### src/rtl/fifo_wr_framer.sv
`default_nettype none
// ============================================================================
//  Module   : fifo_wr_framer
//  Purpose  : Frames an upstream payload stream into an async FIFO as
//             SYNC header, payload words, then an XOR checksum word.
//             A single output register decouples the FIFO full flag.
//  Revision : 1.0 - initial release
// ============================================================================
module fifo_wr_framer #(
  parameter int unsigned   DW   = 8,
  parameter logic [DW-1:0] SYNC = 8'hA5
) (
  input  logic          clk_wr,
  input  logic          rst,
  input  logic          s_valid,
  input  logic [DW-1:0] s_data,
  input  logic          s_last,
  output logic          s_ready,
  input  logic          full,
  output logic          we,
  output logic [DW-1:0] wdata,
  output logic [7:0]    pkt_cnt
);

  typedef enum logic [1:0] {
    IDLE = 2'd0,
    DATA = 2'd1,
    CSUM = 2'd2
  } state_t;

  state_t        state_q, state_d;
  logic          ov_q, ov_d;
  logic [DW-1:0] od_q, od_d;
  logic [DW-1:0] csum_q, csum_d;
  logic [7:0]    cnt_q, cnt_d;

  logic          w_slot_free;
  logic          w_load;
  logic [DW-1:0] w_load_word;

  // The output slot can take a new word if empty or draining this cycle.
  assign w_slot_free = ~ov_q | ~full;
  assign we          = ov_q & ~full;
  assign wdata       = od_q;
  assign pkt_cnt     = cnt_q;

  // Framing FSM: decides which word (if any) enters the output slot.
  always_comb begin
    state_d     = state_q;
    csum_d      = csum_q;
    cnt_d       = cnt_q;
    w_load      = 1'b0;
    w_load_word = '0;
    s_ready     = 1'b0;
    case (state_q)
      IDLE: begin
        // Header is emitted only once a packet is actually waiting.
        if (s_valid && w_slot_free) begin
          w_load      = 1'b1;
          w_load_word = SYNC;
          csum_d      = '0;
          state_d     = DATA;
        end
      end
      DATA: begin
        s_ready = w_slot_free;
        if (s_valid && w_slot_free) begin
          w_load      = 1'b1;
          w_load_word = s_data;
          csum_d      = csum_q ^ s_data;
          if (s_last) begin
            state_d = CSUM;
          end
        end
      end
      CSUM: begin
        if (w_slot_free) begin
          w_load      = 1'b1;
          w_load_word = csum_q;
          cnt_d       = cnt_q + 8'd1;
          state_d     = IDLE;
        end
      end
      default: begin
        state_d = IDLE;
      end
    endcase
  end

  // Output slot next-state: load wins, otherwise a completed write empties it.
  always_comb begin
    ov_d = ov_q;
    od_d = od_q;
    if (w_load) begin
      ov_d = 1'b1;
      od_d = w_load_word;
    end else if (we) begin
      ov_d = 1'b0;
    end
  end

  // State and datapath registers with asynchronous active-low reset.
  always_ff @(posedge clk_wr or negedge rst) begin
    if (!rst) begin
      state_q <= IDLE;
      ov_q    <= 1'b0;
      od_q    <= '0;
      csum_q  <= '0;
      cnt_q   <= 8'd0;
    end else begin
      state_q <= state_d;
      ov_q    <= ov_d;
      od_q    <= od_d;
      csum_q  <= csum_d;
      cnt_q   <= cnt_d;
    end
  end

endmodule
`default_nettype wire

### config.mk
export PLATFORM = sky130hd
export DESIGN_NAME = fifo_wr_framer
export DESIGN_NICKNAME = d
export VERILOG_FILES = /design/src/rtl/fifo_wr_framer.sv
export SDC_FILE = /design/constraint.sdc
export NUM_CORES = 1
export LEC_CHECK = 0
export CELL_PAD_IN_SITES_DETAIL_PLACEMENT = 1
export CELL_PAD_IN_SITES_GLOBAL_PLACEMENT = 1
export CORE_MARGIN = 2
export CORE_UTILIZATION = 34
export DETAILED_ROUTE_END_ITERATION = 6
export MAX_ROUTING_LAYER = met4
export PLACE_DENSITY_LB_ADDON = 0.1
export SYNTH_ARGS = -nofsm -noshare
export SYNTH_HDL_FRONTEND = slang
export SYNTH_SLANG_ARGS = --single-unit
### constraint.sdc
create_clock -name clk_wr -period 1.37 [get_ports clk_wr]
set_clock_uncertainty 0.15 [all_clocks]
set_input_delay 0.2055 -clock clk_wr [delete_from_list [all_inputs] [get_ports clk_wr]]
set_output_delay 0.2055 -clock clk_wr [all_outputs]
set_load 0.005 [all_outputs]
; Yosys cells after proc, flatten, opt, wreduce, memory -nomap -nowiden
; Cells that the tools add are included.
; Widths: inputs -> output; s select.
[word_totals]
regBits = 27
output_inout_bits = 18
[classes]
addsub = 1
eq_ne = 6
muxes = 18
bitwise = 5
n_reduce_logical = 8
[ops]
columns = cell, n
row1 = $mux 8, 5
row2 = $pmux 8 s3, 1
row3 = $pmux 8 s2, 1
row4 = $add 8x1->8 const B, 1
row5 = $mux 2, 4
row6 = $ne 2x2->1 const B, 4
row7 = $xor 8x8->8, 1
row8 = $pmux 2 s3, 1
row9 = $mux 1, 5
row10 = $reduce_and 4->1, 1
row11 = $reduce_bool 2->1, 2
row12 = $reduce_and 3->1, 1
row13 = $eq 2x1->1 const B, 1
row14 = $eq 2x2->1 const B, 1
row15 = $logic_not 2->1, 1
row16 = $not 1->1, 2
row17 = $pmux 1 s2, 1
row18 = $reduce_and 2->1, 1
row19 = $reduce_or 2->1, 1
row20 = $and 1x1->1, 1
row21 = $logic_and 1x1->1, 1
row22 = $or 1x1->1, 1

; Logic depth before layout (Yosys ltp)
[logic_depth]
word_depth = 6
ltp_mapped = 5
depth_no_buf = 4

; Worst setup path after synthesis
; Ideal clock, no wire load.
[synth_path]
path_type = register to register
from = reg state_q[0]
to = reg cnt_q[1] (netlist: pkt_cnt[1])
setup_ps = 125
t_arrival_ps = 1199
t_required_ps = 1095
setup_slack_ps = -104
stages_incl_launch_ff = 5
path_buffers = 1
path_cell_list = dfrtp_1 > nand2b_1 > buf_6 > a21oi_4 > mux2_2
[synth_between]
elab_chain_len = 2
[synth_rtl]
columns = element, line
row1 = from (decl), 31  ; state_t state_q, state_d;
row2 = from (signal assigned), 111  ; state_q <= state_d;
row3 = $eq 2x2->1, 55  ; case (state_q)
row4 = $reduce_and 2->1 (no line), -
row5 = to (signal assigned), 115  ; cnt_q <= cnt_d;
row6 = to (decl), 35  ; logic [7:0] cnt_q, cnt_d;
; No other way between the ends.
; A chain may end at the register's enable or synchronous reset.

; Final worst setup path
[layout_path]
from = reg ov_q
to = reg cnt_q[1] (netlist: pkt_cnt[1])
[layout_between]
elab_chain_len = 3
[layout_rtl]
columns = element, line
row1 = from (decl), 32  ; logic ov_q, ov_d;
row2 = from (signal assigned), 112  ; ov_q <= ov_d;
row3 = $not 1->1, 42  ; assign w_slot_free = ~ov_q | ~full;
row4 = $or 1x1->1, 42
row5 = $reduce_and 2->1 (no line), -
; No other way between the ends.

==> flow_metrics.tcl <==
set metrics [dict create \
    finalSetupTns_ns -1.50 \
    globalplace.congestion 0.763 \
    grt_antenna_before_repair 0 \
    yosys-top-cells-area "dfrtp_1 (49%), nand2_1 (6.0%), a2bb2oi_2 (4.4%)" \
    fin_crit_ns 1.50 \
    path_class "flop to flop" \
    irDropWorstVdd_uv 557 \
    vias 1230 \
    die_w_um 67.5 \
    p_sw_share_pct 34.2 \
    ant_nets 0 \
    clkSlewWorstSetupHoldPaths_ns 0.09 \
    syn_area_um2 1370 \
    antenna_cells 0 \
    relSlewSlack_pct 80.4 \
    grt_pass1_wl_mm 6.20 \
    hpwl_mm 2.64 \
    synth_top_area_share_pct 49.3 \
    die_h_um 67.5 \
    period_share_pct 110 \
    drive_above_1_share_pct 35.1 \
    violations "setup timing" \
    cts_tree "done" \
    area_growth_pct 52.7 \
    p_sw_uw 1140 \
    status "complete, but fails checks" \
    ios 31 \
    leakage_uw 0.000973 \
    critical-path-slowest-cell "dfrtp_1" \
    final_common_cell "buf_4" \
    synth_cells 126 \
    cp-end-kind "flop" \
    dp_cells 218 \
    ys_types 35 \
    overflow 0 \
    cts_root_buf "clkbuf_8" \
    grt_pass1_vias 1260 \
    avgViaCountPerCell 5.04 \
    synth_nets 140 \
    min_path_type "primary input to async pin" \
    fin_ws_ns -0.135 \
    cts_buffer_depth 2 \
    critical_path.max_fanout 8 \
    powerDensity_nw_per_um2 1590 \
    cpMostUsedCell "buf_6" \
    io_buffers 30 \
    start_util_pct 34.8 \
    grt_setup_unrepaired "yes" \
    drt_iter0_drc 36 \
    clk_latency_ns 0.27 \
    setup_viol 23 \
    grt_use_total_pct 18.5 \
    yosysWarnings 0 \
    wire_per_inst_um 15.9 \
    crit_path_max_incr_delay_ns 0.42 \
    grt_max_degree 28 \
    cp_cell_sequence "buf_6 -> buf_6 -> a21oi_4 -> mux2_4" \
    fin_nets 209 \
    ys_ff_latch 27 \
    drc 0 \
    drv_cap 0 \
    clkPwrFrac_pct 13.8 \
    row_count 23 \
    seq_area_frac_synth_pct 49.3 \
    report.final.slew_viol_count 0 \
    cp.required_ns 1.39 \
    p_seq_share_pct 38.7 \
    final_cell_mix "buf_4 (33), dfrtp_1 (25), nand2_1 (22)" \
    cts_buffers 3 \
    cts.sinks 27 \
    first_pass_iters 4 \
    htreeDepth 1 \
    dpl_worst_slack_ns -0.464 \
    core_area_um2 3940 \
    hold_viol_final 0 \
    comb_power_share_pct 47.4 \
    whs_ns 0.135 \
    fin_cells 244 \
    max_slew.worst_pin.slew_ns 0.294 \
    synth_top_area_cell "dfrtp_1" \
    timing.fmax_mhz 665 \
    avgSynthCellArea_um2 10.9 \
    wl_mm 3.88 \
    total_power_uw 3320 \
    critPathLaunchType "flop" \
    die-area_um2 4560 \
    intPower_uw 2190 \
    cp.arrival_ns 1.52 \
]
## metrics by stage
step                util [%]  instance area, um^2
floorplan                  -                 1400
global placement        47.3                 1860
CTS                     51.9                 2040
global route            53.1                 2090
finish                  53.1                 2090
detailed placement      47.3                 1860
## cell usage after synthesis
library cell and instances:
dfrtp_1 27, nand2_1 22, nand3_1 10, xnor2_1 6, nand2b_1 5, nand3b_1 5
nand4b_1 5, a22oi_2 4, a2bb2oi_2 4, nand4_1 4, inv_1 3, o22ai_1 3
a21oi_4 2, buf_6 2, nor2_1 2, nor3_1 2, o211ai_1 2, a21o_1 1
a21oi_1 1, a22o_1 1, and2b_1 1, and3_4 1, and4_1 1, buf_1 1
buf_2 1, buf_4 1, ha_1 1, mux2_2 1, nand2_2 1, nor2b_1 1
nor3b_2 1, o21ai_0 1, o32ai_1 1, or2_4 1, xor2_1 1
## power by group through the flow
stage | Sequential, uW | Clock [uW] | Combinational (uW)
after floorplan | 1330 | 0 | 661
final | 1290 | 459 | 1580
after global placement | 1340 | 0 | 1270
after global routing | 1330 | 511 | 1710
after detailed placement | 1370 | 0 | 1310
after CTS | 1290 | 476 | 1510
## kinds of logic after synthesis
family | Yosys count | synth area share [%]
DFF | 27 | 49.3
muxes | 1 | 0.821
xor gates and xnor gates | 7 | 4.47
AOI/OAI and AO/OA | 20 | 15.4
buffers and inverters | 8 | 3.65
adders and majority gates | 1 | 0.912
and+or+nand+nor | 62 | 25.5
## metal layers
metal	vias to the layer above	GRT usage, %	routed length [um]
met5	-	-	0
met4	0	3.83	16
met3	2	2.83	131
met2	20	32.4	2010
met1	620	22.6	1720
li1	588	-	-
## path summary, 6_finish.rpt
| kind | startpoint | to | slack (ns) | cells past startpoint |
|---|---|---|---|---|
| max | ov_q | pkt_cnt[1] | -0.13 | 4 |
| min | rst | wdata[2] | 0.13 | 2 |
| max reg2reg | ov_q | pkt_cnt[1] | -0.13 | 4 |
| min reg2reg | csum_q[1] | wdata[1] | 0.38 | 2 |
| max in group asynchronous | rst | state_q[1] | 0.77 | 2 |
| min in group clk_wr | csum_q[1] | wdata[1] | 0.38 | 2 |
## critical path: cells and delay by family, from the launching register on
kind                   cells  cell delay (ns)
multiplexers               1             0.33
flip-flops                 1             0.42
buffers and inverters      2             0.24
AO/OA/AOI/OAI              1             0.26
## state kept, by name (all words and copies together), names as in the netlist
| name | flops |
|---|---|
| csum_q | 8 |
| ov_q | 1 |
| pkt_cnt | 8 |
| state_q | 2 |
| wdata | 8 |
## layout make-up
cell class	instances	area, um^2
sequential	27	678
fill	451	1850
multi-input combinational	91	699
tap	50	62.6
clock inverter	1	5.00
inverter	3	11.3
clock buffer	3	41.3
timing repair buffer	69	597
## what timing repair did
action,in CTS,in global routing
endpoints found under the hold margin,0,0
pin swaps,12,7
endpoints found under the setup margin,41,27
hold buffers,0,0
resized for setup,31,6
setup buffers,18,4
Note: power is estimated with default switching activity, not from simulation.
